[src/rtl/fpu_pipe_ctrl_if.sv]
// Request, pipeline and response channels between a requester, the FPU
// pipeline controller and the non-stallable FPU unit.
interface fpu_pipe_ctrl_if #(
    parameter int TAG_W = 5
);
    // valid/ready: a beat transfers on a rising edge where both are high;
    // valid never waits on ready. pipe_* toward the unit has no ready.
    logic              req_valid;
    logic              req_ready;
    logic [31:0]       req_x1;
    logic [31:0]       req_x2;
    logic [TAG_W-1:0]  req_tag;

    logic              pipe_valid;
    logic [31:0]       pipe_x1;
    logic [31:0]       pipe_x2;
    logic              pipe_out_valid;
    logic [31:0]       pipe_y;
    logic              pipe_ovf;
    logic              pipe_unf;

    logic              resp_valid;
    logic              resp_ready;
    logic [31:0]       resp_y;
    logic              resp_ovf;
    logic              resp_unf;
    logic [TAG_W-1:0]  resp_tag;

    modport master (
        output req_valid, req_x1, req_x2, req_tag,
        input  req_ready,
        input  pipe_valid, pipe_x1, pipe_x2,
        output pipe_out_valid, pipe_y, pipe_ovf, pipe_unf,
        input  resp_valid, resp_y, resp_ovf, resp_unf, resp_tag,
        output resp_ready
    );

    modport slave (
        input  req_valid, req_x1, req_x2, req_tag,
        output req_ready,
        output pipe_valid, pipe_x1, pipe_x2,
        input  pipe_out_valid, pipe_y, pipe_ovf, pipe_unf,
        output resp_valid, resp_y, resp_ovf, resp_unf, resp_tag,
        input  resp_ready
    );
endinterface

[src/rtl/fpu_pipe_ctrl.sv]
// Issue/collect controller for a fixed-latency, non-stallable FPU pipeline:
// tags ride in a FIFO alongside the unit, results are buffered under a credit limit.
module fpu_pipe_ctrl #(
    parameter int TAG_W = 5,
    parameter int DEPTH = 8
) (
    input  logic                     sys_clk,
    input  logic                     rstn,
    fpu_pipe_ctrl_if.slave           bus,
    output logic                     busy,
    output logic                     err_orphan,
    output logic [$clog2(DEPTH):0]   credit
);
    localparam int PW = $clog2(DEPTH);
    localparam int CW = PW + 1;
    localparam int RW = 32 + 2 + TAG_W;

    logic             req_acc;
    logic             resp_acc;
    logic             tag_empty;
    logic             tag_pop;
    logic             res_empty;

    logic [TAG_W-1:0] tag_mem [DEPTH];
    logic [PW-1:0]    tag_wp;
    logic [PW-1:0]    tag_rp;
    logic [CW-1:0]    tag_cnt;

    logic [RW-1:0]    res_mem [DEPTH];
    logic [PW-1:0]    res_wp;
    logic [PW-1:0]    res_rp;
    logic [CW-1:0]    res_cnt;

    // Credit covers everything between accept and response pop, so neither
    // FIFO can overflow even though the unit never stalls.
    assign bus.req_ready = (credit != CW'(DEPTH));
    assign req_acc       = bus.req_valid & bus.req_ready;
    assign tag_empty     = (tag_cnt == '0);
    assign tag_pop       = bus.pipe_out_valid & ~tag_empty;
    assign res_empty     = (res_cnt == '0);
    assign bus.resp_valid = ~res_empty;
    assign resp_acc      = bus.resp_valid & bus.resp_ready;

    assign {bus.resp_y, bus.resp_ovf, bus.resp_unf, bus.resp_tag} = res_mem[res_rp];

    assign busy = (credit != '0) | bus.pipe_valid;

    always_ff @(posedge sys_clk) begin
        if (!rstn) begin
            credit <= '0;
        end else begin
            case ({req_acc, resp_acc})
                2'b10:   credit <= credit + CW'(1);
                2'b01:   credit <= credit - CW'(1);
                default: credit <= credit;
            endcase
        end
    end

    // Issue register: operands hold when idle so the unit sees stable inputs.
    always_ff @(posedge sys_clk) begin
        if (!rstn) begin
            bus.pipe_valid <= 1'b0;
            bus.pipe_x1    <= '0;
            bus.pipe_x2    <= '0;
        end else begin
            bus.pipe_valid <= req_acc;
            if (req_acc) begin
                bus.pipe_x1 <= bus.req_x1;
                bus.pipe_x2 <= bus.req_x2;
            end
        end
    end

    always_ff @(posedge sys_clk) begin
        if (req_acc) begin
            tag_mem[tag_wp] <= bus.req_tag;
        end
    end

    always_ff @(posedge sys_clk) begin
        if (!rstn) begin
            tag_wp  <= '0;
            tag_rp  <= '0;
            tag_cnt <= '0;
        end else begin
            if (req_acc) tag_wp <= tag_wp + PW'(1);
            if (tag_pop) tag_rp <= tag_rp + PW'(1);
            case ({req_acc, tag_pop})
                2'b10:   tag_cnt <= tag_cnt + CW'(1);
                2'b01:   tag_cnt <= tag_cnt - CW'(1);
                default: tag_cnt <= tag_cnt;
            endcase
        end
    end

    // Results come back in issue order, so the tag FIFO head belongs to them.
    always_ff @(posedge sys_clk) begin
        if (tag_pop) begin
            res_mem[res_wp] <= {bus.pipe_y, bus.pipe_ovf, bus.pipe_unf, tag_mem[tag_rp]};
        end
    end

    always_ff @(posedge sys_clk) begin
        if (!rstn) begin
            res_wp  <= '0;
            res_rp  <= '0;
            res_cnt <= '0;
        end else begin
            if (tag_pop)  res_wp <= res_wp + PW'(1);
            if (resp_acc) res_rp <= res_rp + PW'(1);
            case ({tag_pop, resp_acc})
                2'b10:   res_cnt <= res_cnt + CW'(1);
                2'b01:   res_cnt <= res_cnt - CW'(1);
                default: res_cnt <= res_cnt;
            endcase
        end
    end

    always_ff @(posedge sys_clk) begin
        if (!rstn) begin
            err_orphan <= 1'b0;
        end else if (bus.pipe_out_valid & tag_empty) begin
            err_orphan <= 1'b1;
        end
    end
endmodule

[src/flat_wrapper.sv]
// flat-port wrapper written by rule: the top's interface ports become plain ports
module fpu_pipe_ctrl_flat 
#(
    parameter int TAG_W = 5,
    parameter int DEPTH = 8
)
  (sys_clk, rstn, busy, err_orphan, credit, bus_req_valid, bus_req_x1, bus_req_x2, bus_req_tag, bus_req_ready, bus_pipe_valid, bus_pipe_x1, bus_pipe_x2, bus_pipe_out_valid, bus_pipe_y, bus_pipe_ovf, bus_pipe_unf, bus_resp_valid, bus_resp_y, bus_resp_ovf, bus_resp_unf, bus_resp_tag, bus_resp_ready);
  fpu_pipe_ctrl_if #(.TAG_W(TAG_W)) bus_i ();
  input  logic sys_clk;
  input  logic rstn;
  output logic busy;
  output logic err_orphan;
  output logic [$clog2(DEPTH):0] credit;
  input wire logic [$bits(bus_i.req_valid)-1:0] bus_req_valid;
  input wire logic [$bits(bus_i.req_x1)-1:0] bus_req_x1;
  input wire logic [$bits(bus_i.req_x2)-1:0] bus_req_x2;
  input wire logic [$bits(bus_i.req_tag)-1:0] bus_req_tag;
  output wire logic [$bits(bus_i.req_ready)-1:0] bus_req_ready;
  output wire logic [$bits(bus_i.pipe_valid)-1:0] bus_pipe_valid;
  output wire logic [$bits(bus_i.pipe_x1)-1:0] bus_pipe_x1;
  output wire logic [$bits(bus_i.pipe_x2)-1:0] bus_pipe_x2;
  input wire logic [$bits(bus_i.pipe_out_valid)-1:0] bus_pipe_out_valid;
  input wire logic [$bits(bus_i.pipe_y)-1:0] bus_pipe_y;
  input wire logic [$bits(bus_i.pipe_ovf)-1:0] bus_pipe_ovf;
  input wire logic [$bits(bus_i.pipe_unf)-1:0] bus_pipe_unf;
  output wire logic [$bits(bus_i.resp_valid)-1:0] bus_resp_valid;
  output wire logic [$bits(bus_i.resp_y)-1:0] bus_resp_y;
  output wire logic [$bits(bus_i.resp_ovf)-1:0] bus_resp_ovf;
  output wire logic [$bits(bus_i.resp_unf)-1:0] bus_resp_unf;
  output wire logic [$bits(bus_i.resp_tag)-1:0] bus_resp_tag;
  input wire logic [$bits(bus_i.resp_ready)-1:0] bus_resp_ready;
  assign bus_i.req_valid = bus_req_valid;
  assign bus_i.req_x1 = bus_req_x1;
  assign bus_i.req_x2 = bus_req_x2;
  assign bus_i.req_tag = bus_req_tag;
  assign bus_req_ready = bus_i.req_ready;
  assign bus_pipe_valid = bus_i.pipe_valid;
  assign bus_pipe_x1 = bus_i.pipe_x1;
  assign bus_pipe_x2 = bus_i.pipe_x2;
  assign bus_i.pipe_out_valid = bus_pipe_out_valid;
  assign bus_i.pipe_y = bus_pipe_y;
  assign bus_i.pipe_ovf = bus_pipe_ovf;
  assign bus_i.pipe_unf = bus_pipe_unf;
  assign bus_resp_valid = bus_i.resp_valid;
  assign bus_resp_y = bus_i.resp_y;
  assign bus_resp_ovf = bus_i.resp_ovf;
  assign bus_resp_unf = bus_i.resp_unf;
  assign bus_resp_tag = bus_i.resp_tag;
  assign bus_i.resp_ready = bus_resp_ready;
  fpu_pipe_ctrl #(.TAG_W(TAG_W), .DEPTH(DEPTH)) u_core (.sys_clk(sys_clk), .rstn(rstn), .bus(bus_i), .busy(busy), .err_orphan(err_orphan), .credit(credit));
endmodule
[config.mk]
export PLATFORM = sky130hd
export DESIGN_NAME = fpu_pipe_ctrl_flat
export DESIGN_NICKNAME = d
export VERILOG_FILES = /design/src/rtl/fpu_pipe_ctrl_if.sv /design/src/rtl/fpu_pipe_ctrl.sv /design/src/flat_wrapper.sv
export SDC_FILE = /design/constraint.sdc
export NUM_CORES = 1
export LEC_CHECK = 0
export ABC_CLOCK_PERIOD_IN_PS = 5650
export BUFFER_PORTS_ARGS = -buffer_cell sky130_fd_sc_hd__clkbuf_2
export CORE_ASPECT_RATIO = 0.5
export CORE_MARGIN = 10
export CORE_UTILIZATION = 58
export DETAILED_ROUTE_END_ITERATION = 16
export PLACE_DENSITY = 0.8
export SYNTH_ARGS = -nofsm -noshare
export SYNTH_HDL_FRONTEND = slang
export SYNTH_SLANG_ARGS = --single-unit
[constraint.sdc]
create_clock -name sys_clk -period 5.65 [get_ports sys_clk]
set_input_delay 1.4125 -clock sys_clk [delete_from_list [all_inputs] [get_ports sys_clk]]
set_output_delay 1.4125 -clock sys_clk [all_outputs]
set_load 0.03 [all_outputs]
Word-level counts from Yosys, hierarchy flattened
Memories as Yosys holds them, arrays and structs flattened. A register that Yosys moved wholly into a read port is not among the register bits.
Cells that the tools add are included.
{"block": "totals", "reg_bits": 90, "ram_bits": 352, "word_cells": 54, "mem_count": 2, "input_bits": 108, "output_inout_bits": 112}
{"name": "u_core.res_mem", "depth": 8, "word_bits": 39, "read_ports": 1, "rd_ports_with_merged_regs": 1, "wr": 1, "line": "fpu_pipe_ctrl.sv:29", "source": "logic [RW-1:0] res_mem [DEPTH];"}
{"name": "u_core.tag_mem", "depth": 8, "word_bits": 5, "read_ports": 1, "rd_ports_with_merged_regs": 1, "wr": 1, "line": "fpu_pipe_ctrl.sv:24", "source": "logic [TAG_W-1:0] tag_mem [DEPTH];"}
{"block": "classes", "n_eq_ne": 7, "n_addsub": 10, "muxes": 11, "reduce_logical": 6, "bitwise_logic": 7}
{"operator": "one-hot mux 4 bit (2 select lines)", "n": 3}
{"operator": "adder 3 x 1 -> 3 bit, second input constant", "n": 4}
{"operator": "adder 4 x 1 -> 4 bit, second input constant", "n": 3}
{"operator": "two-way mux 3 bit", "n": 4}
{"operator": "subtractor 4 x 1 -> 4 bit, second input constant", "n": 3}
{"operator": "logical NOT 4 bit", "n": 2}
{"operator": "equality test 2 x 1 -> 1 bit, second input constant", "n": 3}
{"operator": "equality test 2 bit, second input constant", "n": 3}
{"operator": "nonzero test 2 bit", "n": 3}
{"operator": "AND 1 bit", "n": 4}
{"operator": "two-way mux 1 bit", "n": 4}
{"operator": "inequality test 4 bit, second input constant", "n": 1}
{"operator": "nonzero test 4 bit", "n": 1}
{"operator": "NOT 1 bit", "n": 2}
{"operator": "OR 1 bit", "n": 1}

Logic depth before layout (Yosys ltp)
Gate-level depths: netlist (run 1).
{"block": "logic_depth", "depth_word": 5, "mapped_depth": 12, "ltp_nobuf": 10}

Least setup slack after synthesis (run 1)
No wires, ideal clock.
{"block": "synth_path", "path_type": "in2reg", "startpoint": "input port bus_pipe_out_valid", "endpoint": "memory u_core.res_mem[0][0] (netlist bit) (enable)", "n_path_buf": 0, "setup_slack_ns": 0.661, "setup_time_ns": 0.484, "stages": 4, "arrival_time_ns": 4.505, "required_time_ns": 5.166, "path_cell_list": "nand2b_1 clkinv_1 nand2b_1 nor3_1"}
{"block": "synth_via", "elab_chain_len": 3}
{"item": "from (decl)", "line": "flat_wrapper.sv:22", "source": "input wire logic [$bits(bus_i.pipe_out_valid)-1:0] bus_pipe_out_valid;"}
{"item": "AND 1 bit", "line": "fpu_pipe_ctrl.sv:39", "source": "assign tag_pop = bus.pipe_out_valid & ~tag_empty;"}
{"item": "via u_core.tag_pop", "line": "fpu_pipe_ctrl.sv:21", "source": "logic tag_pop;"}
{"item": "two-way mux 1 bit", "line": "fpu_pipe_ctrl.sv:99", "source": "if (tag_pop) begin"}
{"item": "two-way mux 1 bit (not written as such)", "line": "fpu_pipe_ctrl.sv:100", "source": "res_mem[res_wp] <= {bus.pipe_y, bus.pipe_ovf, bus.pipe_unf, tag_mem[tag_rp]};"}
{"item": "to (decl)", "line": "fpu_pipe_ctrl.sv:29"}
The timed path passes the listed nets, and every way through them passes these cells.

==> qor.txt, run 1 <==
result of the run -> finished, final reports clean
EDFF count, synth -> 352
Post-layout nets -> 1317
register-to-register setup slack -> 2.61 ns
cell at the root of the clock tree -> sky130_fd_sc_hd__clkbuf_16
H-tree depth -> 2
die footprint -> 37500 µm²
Post-synth top flop -> sky130_fd_sc_hd__edfxtp_1
launch point of the worst hold path -> u_core.bus.pipe_x1[3]
worst r2r src -> u_core.credit[0]
pin count of the biggest net entering global routing -> 96
clock network latency to the later pin of the worst-skew pair -> 0.55 ns
Setup-failing EPs final -> 0
number of DRC violations after detailed routing -> 0
Placed Cells incl. Taps -> 1546
# rows -> 44
maximum clock path buffer count -> 3
Finished Layout Cells -> 1616
required time at the endpoint of the critical path -> 4.24 ns
signed area change from the synthesized netlist to the final layout -> 15.5%
total cell area at the placement stage -> 18800 µm²
via-per-instance ratio -> 5.76
proportion of netlist area held by the largest area contributor -> 0.612
hold-critical path endpoint -> u_core.bus.pipe_x1[3]
headroom to the max-slew limit -> 0.219
Pleak -> 0.00696 µW
number of storage elements in the synthesis netlist -> 448
final cycle utilization of the critical path -> 0.761
total power divided by cell area -> 429 nW/µm²
Yosys cell types -> 39
initial core utilization -> 0.592
maximum clock rate -> 233 MHz
worst hold slack -> 0.453 ns
routability congestion estimate -> 0.749
share of final-layout standard cells stronger than drive strength 1 -> 0.364
largest area contributor in the synthesized netlist -> sky130_fd_sc_hd__edfxtp_1
Final Slew Violations -> 0
slew at the pin with the worst max-slew slack -> 1.17 ns
Total Neg Setup Slack -> 0 ns
number of antenna violations at the first check in global routing -> 1
count of filler cells inserted in the layout -> 1873
RSZ-0062 raised after global routing -> no
Detailed Place HPWL -> 22200 µm
Vert. Die Dim -> 142 µm
cells after synthesis -> 970
synth top area cells -> sky130_fd_sc_hd__edfxtp_1, sky130_fd_sc_hd__mux4_2, sky130_fd_sc_hd__dfxtp_1
setup skew after layout -> 0.0343 ns
number of top-level design ports -> 220
first-pass GRT wire length -> 57700 µm
TritonCTS Sinks -> 448
startpoint kind of the worst setup timing path -> register
crit-path max cell delay -> 0.74 ns
cell area after layout -> 19900 µm²
clock transition time at the flip-flop clock pins of the worst setup and hold paths -> 0.07 ns
Port Buf Inserts -> 219
worst endpoint data arrival time -> 2.89 ns
endpoint kind of the worst setup timing path -> output pin
total of max-cap violations -> 0
DRT iter0 DRCs -> 674
total area of multi-input combinational cells -> 4510 µm²
overall track demand over capacity in global routing -> 0.196
detailed-route wire length -> 36900 µm
type of the setup path with the least slack -> reg -> out
post-route ant nets -> 0
post-cts sizing count -> 0
clock tree from TritonCTS -> built
Crit-path slowest cell -> sky130_fd_sc_hd__dfxtp_4
end of the worst register-to-register path -> u_core.credit[2]
cts bufs inserted -> 39
count of vias placed by the detailed router -> 9312
total nets after synthesis -> 1091
per-cell routed wire length -> 22.8 µm
final hold vios -> 0
number of cells traversed by the worst register-to-register path -> 10
HP Class -> reg -> reg
core region area -> 29200 µm²
number of synthesis warnings -> 0
Async SR Flop Fraction -> 0
count of hold buffers inserted by post-cts repair -> 0
hold path depth -> 2
Overflow after GRT -> 0
First-pass DRT Iterations -> 7
maximum ir drop on the vdd rail -> 0.000296 V
Post-CTS Repair Setup Buffers -> 0
area occupied by registers -> 12500 µm²
mean post-synth cell area -> 17.8 µm²
part of the Yosys area used for sequential elements -> 0.724
highest net fanout along the worst path -> 31
Final Critical Period -> 4.30 ns
via count of the first global-routing pass -> 10000
cell area after synthesis -> 17300 µm²
crit path cell chain -> buf_4, mux4_2, mux2_2, clkbuf_2
width of the chip -> 264 µm
Post-Route Utilization -> 0.683
cells by family (layout without fill, tap and decap cells):
logic type,count (synthesis),count (layout),share of synthesized area
flops,448,448,0.724
simple gates,213,213,0.0554
mux,138,138,0.147
compound gates,88,88,0.0378
buf+inv,54,308,0.0187
xor+xnor,16,16,0.00812
fa+ha+maj,13,13,0.00942
other cells,0,1,0
sequential cells by signal (all words and copies together) (netlist names), 4 cells and up, named ones only:
name                cells
u_core.res_mem        312
u_core.res_cnt          4
u_core.tag_cnt          4
u_core.credit           4
u_core.bus.pipe_x2     32
u_core.bus.pipe_x1     32
u_core.tag_mem         40
synthesized netlist by cell type (all sizes together) (9+ instances only):
cell type / number
a21boi: 72
nand2: 149
nor2: 10
xnor2: 9
edfxtp: 352
and2: 13
dfxtp: 96
nand2b: 9
buf: 26
ha: 13
mux4: 88
clkbuf: 25
nor2b: 9
mux2: 44
worst max-delay path by stage:
stage | slack, ns | endpoint | start
after floorplan | 0.66 | u_core.res_mem[0][0] | bus_pipe_out_valid
after global placement | 1.90 | bus_resp_y[10] | register
after detailed placement | 1.89 | bus_resp_y[10] | register
after CTS | 1.27 | bus_resp_y[5] | register
after global routing | 1.15 | bus_resp_y[5] | register
final | 1.35 | bus_resp_y[10] | register
report_power, final:
part	internal (µW)	leakage [µW]	total (µW)	switching, µW
sequential	3880	0.00397	4090	207
clock	1370	0.000574	2530	1150
combinational	774	0.00242	1940	1170
total	6030	0.00696	8560	2530
worst max-delay path: cells and delay by family (launching register included):
family	cells	cell delay [ns]
DFF	1	0.74
muxes	2	0.88
buffers and inverters	2	0.69
per-stage QoR:
step,setup slack [ns],total power (µW)
after floorplan,0.661,5550
after global placement,1.90,6040
after detailed placement,1.89,6110
after CTS,1.27,8650
after global routing,1.15,8940
final,1.35,8560
cell type report:
cell class	instances	share of cell area
Sequential cell	448	0.627
Multi-Input combinational cell	468	0.226
Timing Repair Buffer	236	0.0620
Clock buffer	55	0.0535
Tap cell	391	0.0245
Clock inverter	14	0.00602
Inverter	3	0.000941
Antenna cell	1	0.000126
placed cells by master (no fill, tap or decap), drive strengths merged, types with 3 or more instances in the layout:
cell type,n
a21boi,72
a21oi,5
and2,13
buf,17
clkbuf,274
clkinv,11
dfxtp,96
edfxtp,352
ha,13
inv,3
mux2,44
mux2i,6
mux4,88
nand2,149
nand2b,9
nand3,3
nor2,10
nor2b,9
nor3,7
o21ai,7
or3,4
xnor2,9
xor2,7
metal layers:
metal | track usage | vias to the layer above | wire length, µm
met1 | 0.240 | 4701 | 14500
met5 | 0 | - | 0
met2 | 0.339 | 370 | 18800
li1 | - | 4162 | -
met3 | 0.0485 | 79 | 2620
met4 | 0.0646 | 0 | 976
(Power assumes the default switching activity.)
==> inputs of run 2 (changes only) <==
ABC_AREA = 1   (was not set)
ABC_CLOCK_PERIOD_IN_PS = 3550   (was 5650)
CORE_UTILIZATION = 52   (was 58)
PLACE_DENSITY = 0.76   (was 0.8)
clock period = 3.55 ns   (was 5.65 ns; I/O delays follow)
==> qor.txt, run 2 <==
total nets after synthesis -> 1617
clock tree from TritonCTS -> built
type of the setup path with the least slack -> reg -> out
final total power -> 15400 µW
proportion of netlist area held by the largest area contributor -> 0.604
number of storage elements in the synthesis netlist -> 448
post-cts sizing count -> 0
cells after synthesis -> 1496
DRT iter0 DRCs -> 882
number of synthesis warnings -> 0
met2 routed WL -> 19500 µm
highest net fanout along the worst path -> 156
number of top-level design ports -> 220
total of max-cap violations -> 0
Commonest cells post-synth -> sky130_fd_sc_hd__edfxtp_1, sky130_fd_sc_hd__nor2_1, sky130_fd_sc_hd__o21ai_0, sky130_fd_sc_hd__nand2_1, sky130_fd_sc_hd__dfxtp_1
width of the chip -> 280 µm
setup skew after layout -> 0.0279 ns
signed area change from the synthesized netlist to the final layout -> 16.3%
Post-CTS Repair Setup Buffers -> 0
mux contribution to synthesized area -> 0.0251
Largest register FFs -> 312
detailed-routed wire length on met3 -> 3190 µm
Crit-path slowest cell -> sky130_fd_sc_hd__buf_12
per-cell routed wire length -> 18.2 µm
Pint -> 10000 µW
initial core utilization -> 0.529
register bank with the most flops -> u_core.res_mem
H-tree depth -> 2
Post-layout nets -> 1822
Psw -> 5360 µW
share of final-layout standard cells stronger than drive strength 1 -> 0.185
maximum clock rate -> 296 MHz
final cycle utilization of the critical path -> 0.953
first-pass GRT wire length -> 62700 µm
crit path cell chain -> buf_12, o21ai_0, o21ai_1, nand2_1, nand2_1, clkbuf_2
required time at the endpoint of the critical path -> 2.66 ns
Post-Route Utilization -> 0.615
area share of and/or/nand/nor cells after synthesis -> 0.116
synth top area cells -> sky130_fd_sc_hd__edfxtp_1, sky130_fd_sc_hd__dfxtp_1, sky130_fd_sc_hd__nor2_1
worst path setup slack after routing -> 0.168 ns
Post-synth top flop -> sky130_fd_sc_hd__edfxtp_1
HP Class -> reg -> reg
clock transition time at the flip-flop clock pins of the worst setup and hold paths -> 0.07 ns
part of the Yosys area used for sequential elements -> 0.713
crit-path max cell delay -> 0.49 ns
First-pass DRT Iterations -> 5
startpoint kind of the worst setup timing path -> register
count of vias placed by the detailed router -> 11600
mean post-synth cell area -> 11.7 µm²
Vert. Die Dim -> 150 µm
xor and xnor area share after synthesis -> 0.00500
final hold vios -> 0
RSZ-0062 raised after global routing -> no
post-route ant nets -> 0
headroom to the max-slew limit -> 0.444
# rows -> 47
Pleak -> 0.00773 µW
Detailed Place HPWL -> 24300 µm
overall track demand over capacity in global routing -> 0.187
via-per-instance ratio -> 5.33
adder and majority gate portion of the synthesized area -> 0.00929
pin count of the biggest net entering global routing -> 157
cell type with the highest occurrence count on the critical path -> sky130_fd_sc_hd__nand2_1
share of total power in the clock network -> 0.280
worst endpoint data arrival time -> 2.49 ns
fraction of power consumed by sequential logic -> 0.430
most frequent cell after synthesis -> sky130_fd_sc_hd__edfxtp_1
cts bufs inserted -> 40
slew at the pin with the worst max-slew slack -> 0.834 ns
leading cell types in the layout, fill and taps excluded -> sky130_fd_sc_hd__edfxtp_1, sky130_fd_sc_hd__nor2_1, sky130_fd_sc_hd__o21ai_0
post-synthesis compound-gate area fraction -> 0.0964
Async SR Flop Fraction -> 0
number of DRC violations after detailed routing -> 0
detailed-route wire length -> 39700 µm
via count of the first global-routing pass -> 11500
most frequent standard cell in the layout excluding fill and tap cells -> sky130_fd_sc_hd__edfxtp_1
cell area after synthesis -> 17500 µm²
core region area -> 33100 µm²
largest area contributor in the synthesized netlist -> sky130_fd_sc_hd__edfxtp_1
Setup-failing EPs final -> 0
Port Buf Inserts -> 219
clock network latency to the later pin of the worst-skew pair -> 0.57 ns
biggest registers after layout -> u_core.res_mem: 312 flops, u_core.tag_mem: 40 flops
Final Slew Violations -> 0
endpoint kind of the worst setup timing path -> output pin
Total Neg Setup Slack -> 0 ns
fraction of power spent switching nets -> 0.349
Overflow after GRT -> 0
TritonCTS Sinks -> 448
pre-CTS worst setup slack -> 0.814 ns
die footprint -> 41900 µm²
count of hold buffers inserted by post-cts repair -> 0
routability congestion estimate -> 0.759
number of antenna violations at the first check in global routing -> 2
EDFF count, synth -> 352
Met1 Wirelength -> 16200 µm
maximum clock path buffer count -> 3
total power divided by cell area -> 755 nW/µm²
Highest Signal Layer -> met4
share of total power in combinational logic -> 0.290
Final Critical Period -> 3.38 ns
maximum ir drop on the vdd rail -> 0.000471 V
cell at the root of the clock tree -> sky130_fd_sc_hd__clkbuf_16
largest family of logic cells by synthesized area -> simple AND/OR/NAND/NOR gates
result of the run -> finished, final reports clean
Yosys cell types -> 30
[run 2: changes by cell type in the layout (fill, tap and decap cells not counted), sizes merged, moves of 13 or more]
cell	previous run	this run
a21boi	72	0
a21oi	5	23
and2	13	0
inv	3	45
mux2	44	0
mux2i	6	44
mux4	88	0
nand2	149	174
nor2	10	340
o21ai	7	258
o22ai	0	44
[run 2: power by group through the flow]
stage | logic, µW | registers (µW) | clock network [µW]
detailed placement | 4480 | 6720 | 0
global route | 4940 | 6660 | 4620
CTS | 4510 | 6610 | 4380
global placement | 4410 | 6700 | 0
floorplan | 2970 | 6880 | 0
finish | 4460 | 6610 | 4310
[run 2: kinds of logic after synthesis]
logic type      count (synthesis)
compound gates                326
mux                            44
xor+xnor                       10
fa+ha+maj                      13
simple gates                  530
buf+inv                       125
flops                         448
[run 2: routing by layer]
layer | track usage | up-vias
li1 | - | 5650
met1 | 0.227 | 5534
met2 | 0.318 | 352
met3 | 0.0603 | 63
met4 | 0.0551 | 0
met5 | 0 | -
[run 2: worst max-delay path, delay by kind of cell, from the launching register on]
| family | cells | cell delay (ns) |
|---|---|---|
| buffers and inverters | 2 | 0.70 |
| flip-flops | 1 | 0.37 |
| AO/OA/AOI/OAI | 2 | 0.44 |
| AND/OR/NAND/NOR | 2 | 0.22 |
[run 2: final timing paths]
kind,cells past startpoint,startpoint,slack (ns),endpoint
worst max-delay path,6,register,0.17,bus_resp_y[3]
worst min register to register,1,u_core.res_rp[0],0.47,register
worst max register to register,7,u_core.tag_cnt[1],1.17,u_core.res_mem[1][33]
worst min-delay path,1,u_core.res_rp[0],0.47,register
[run 2: final cells by class]
| type | count | area, µm² |
|---|---|---|
| inverters | 43 | 163 |
| well taps | 441 | 552 |
| flip-flops and latches | 448 | 12500 |
| multi-input cells | 923 | 4470 |
| fillers | 2553 | 12700 |
| clock inverters | 26 | 258 |
| repair buffers | 245 | 1390 |
| diodes | 2 | 5.00 |
| clock buffers | 47 | 1030 |
[run 2: through the flow]
| stage | hold slack (ns) | instances | area (µm²) |
|---|---|---|---|
| final | 0.472 | 2175 | 20400 |
| after global placement | 0.450 | 2100 | 19100 |
| after global routing | 0.504 | 2175 | 20400 |
| after detailed placement | 0.453 | 2100 | 19100 |
| after CTS | 0.478 | 2173 | 20400 |
| after floorplan | 0.448 | 1496 | 17500 |
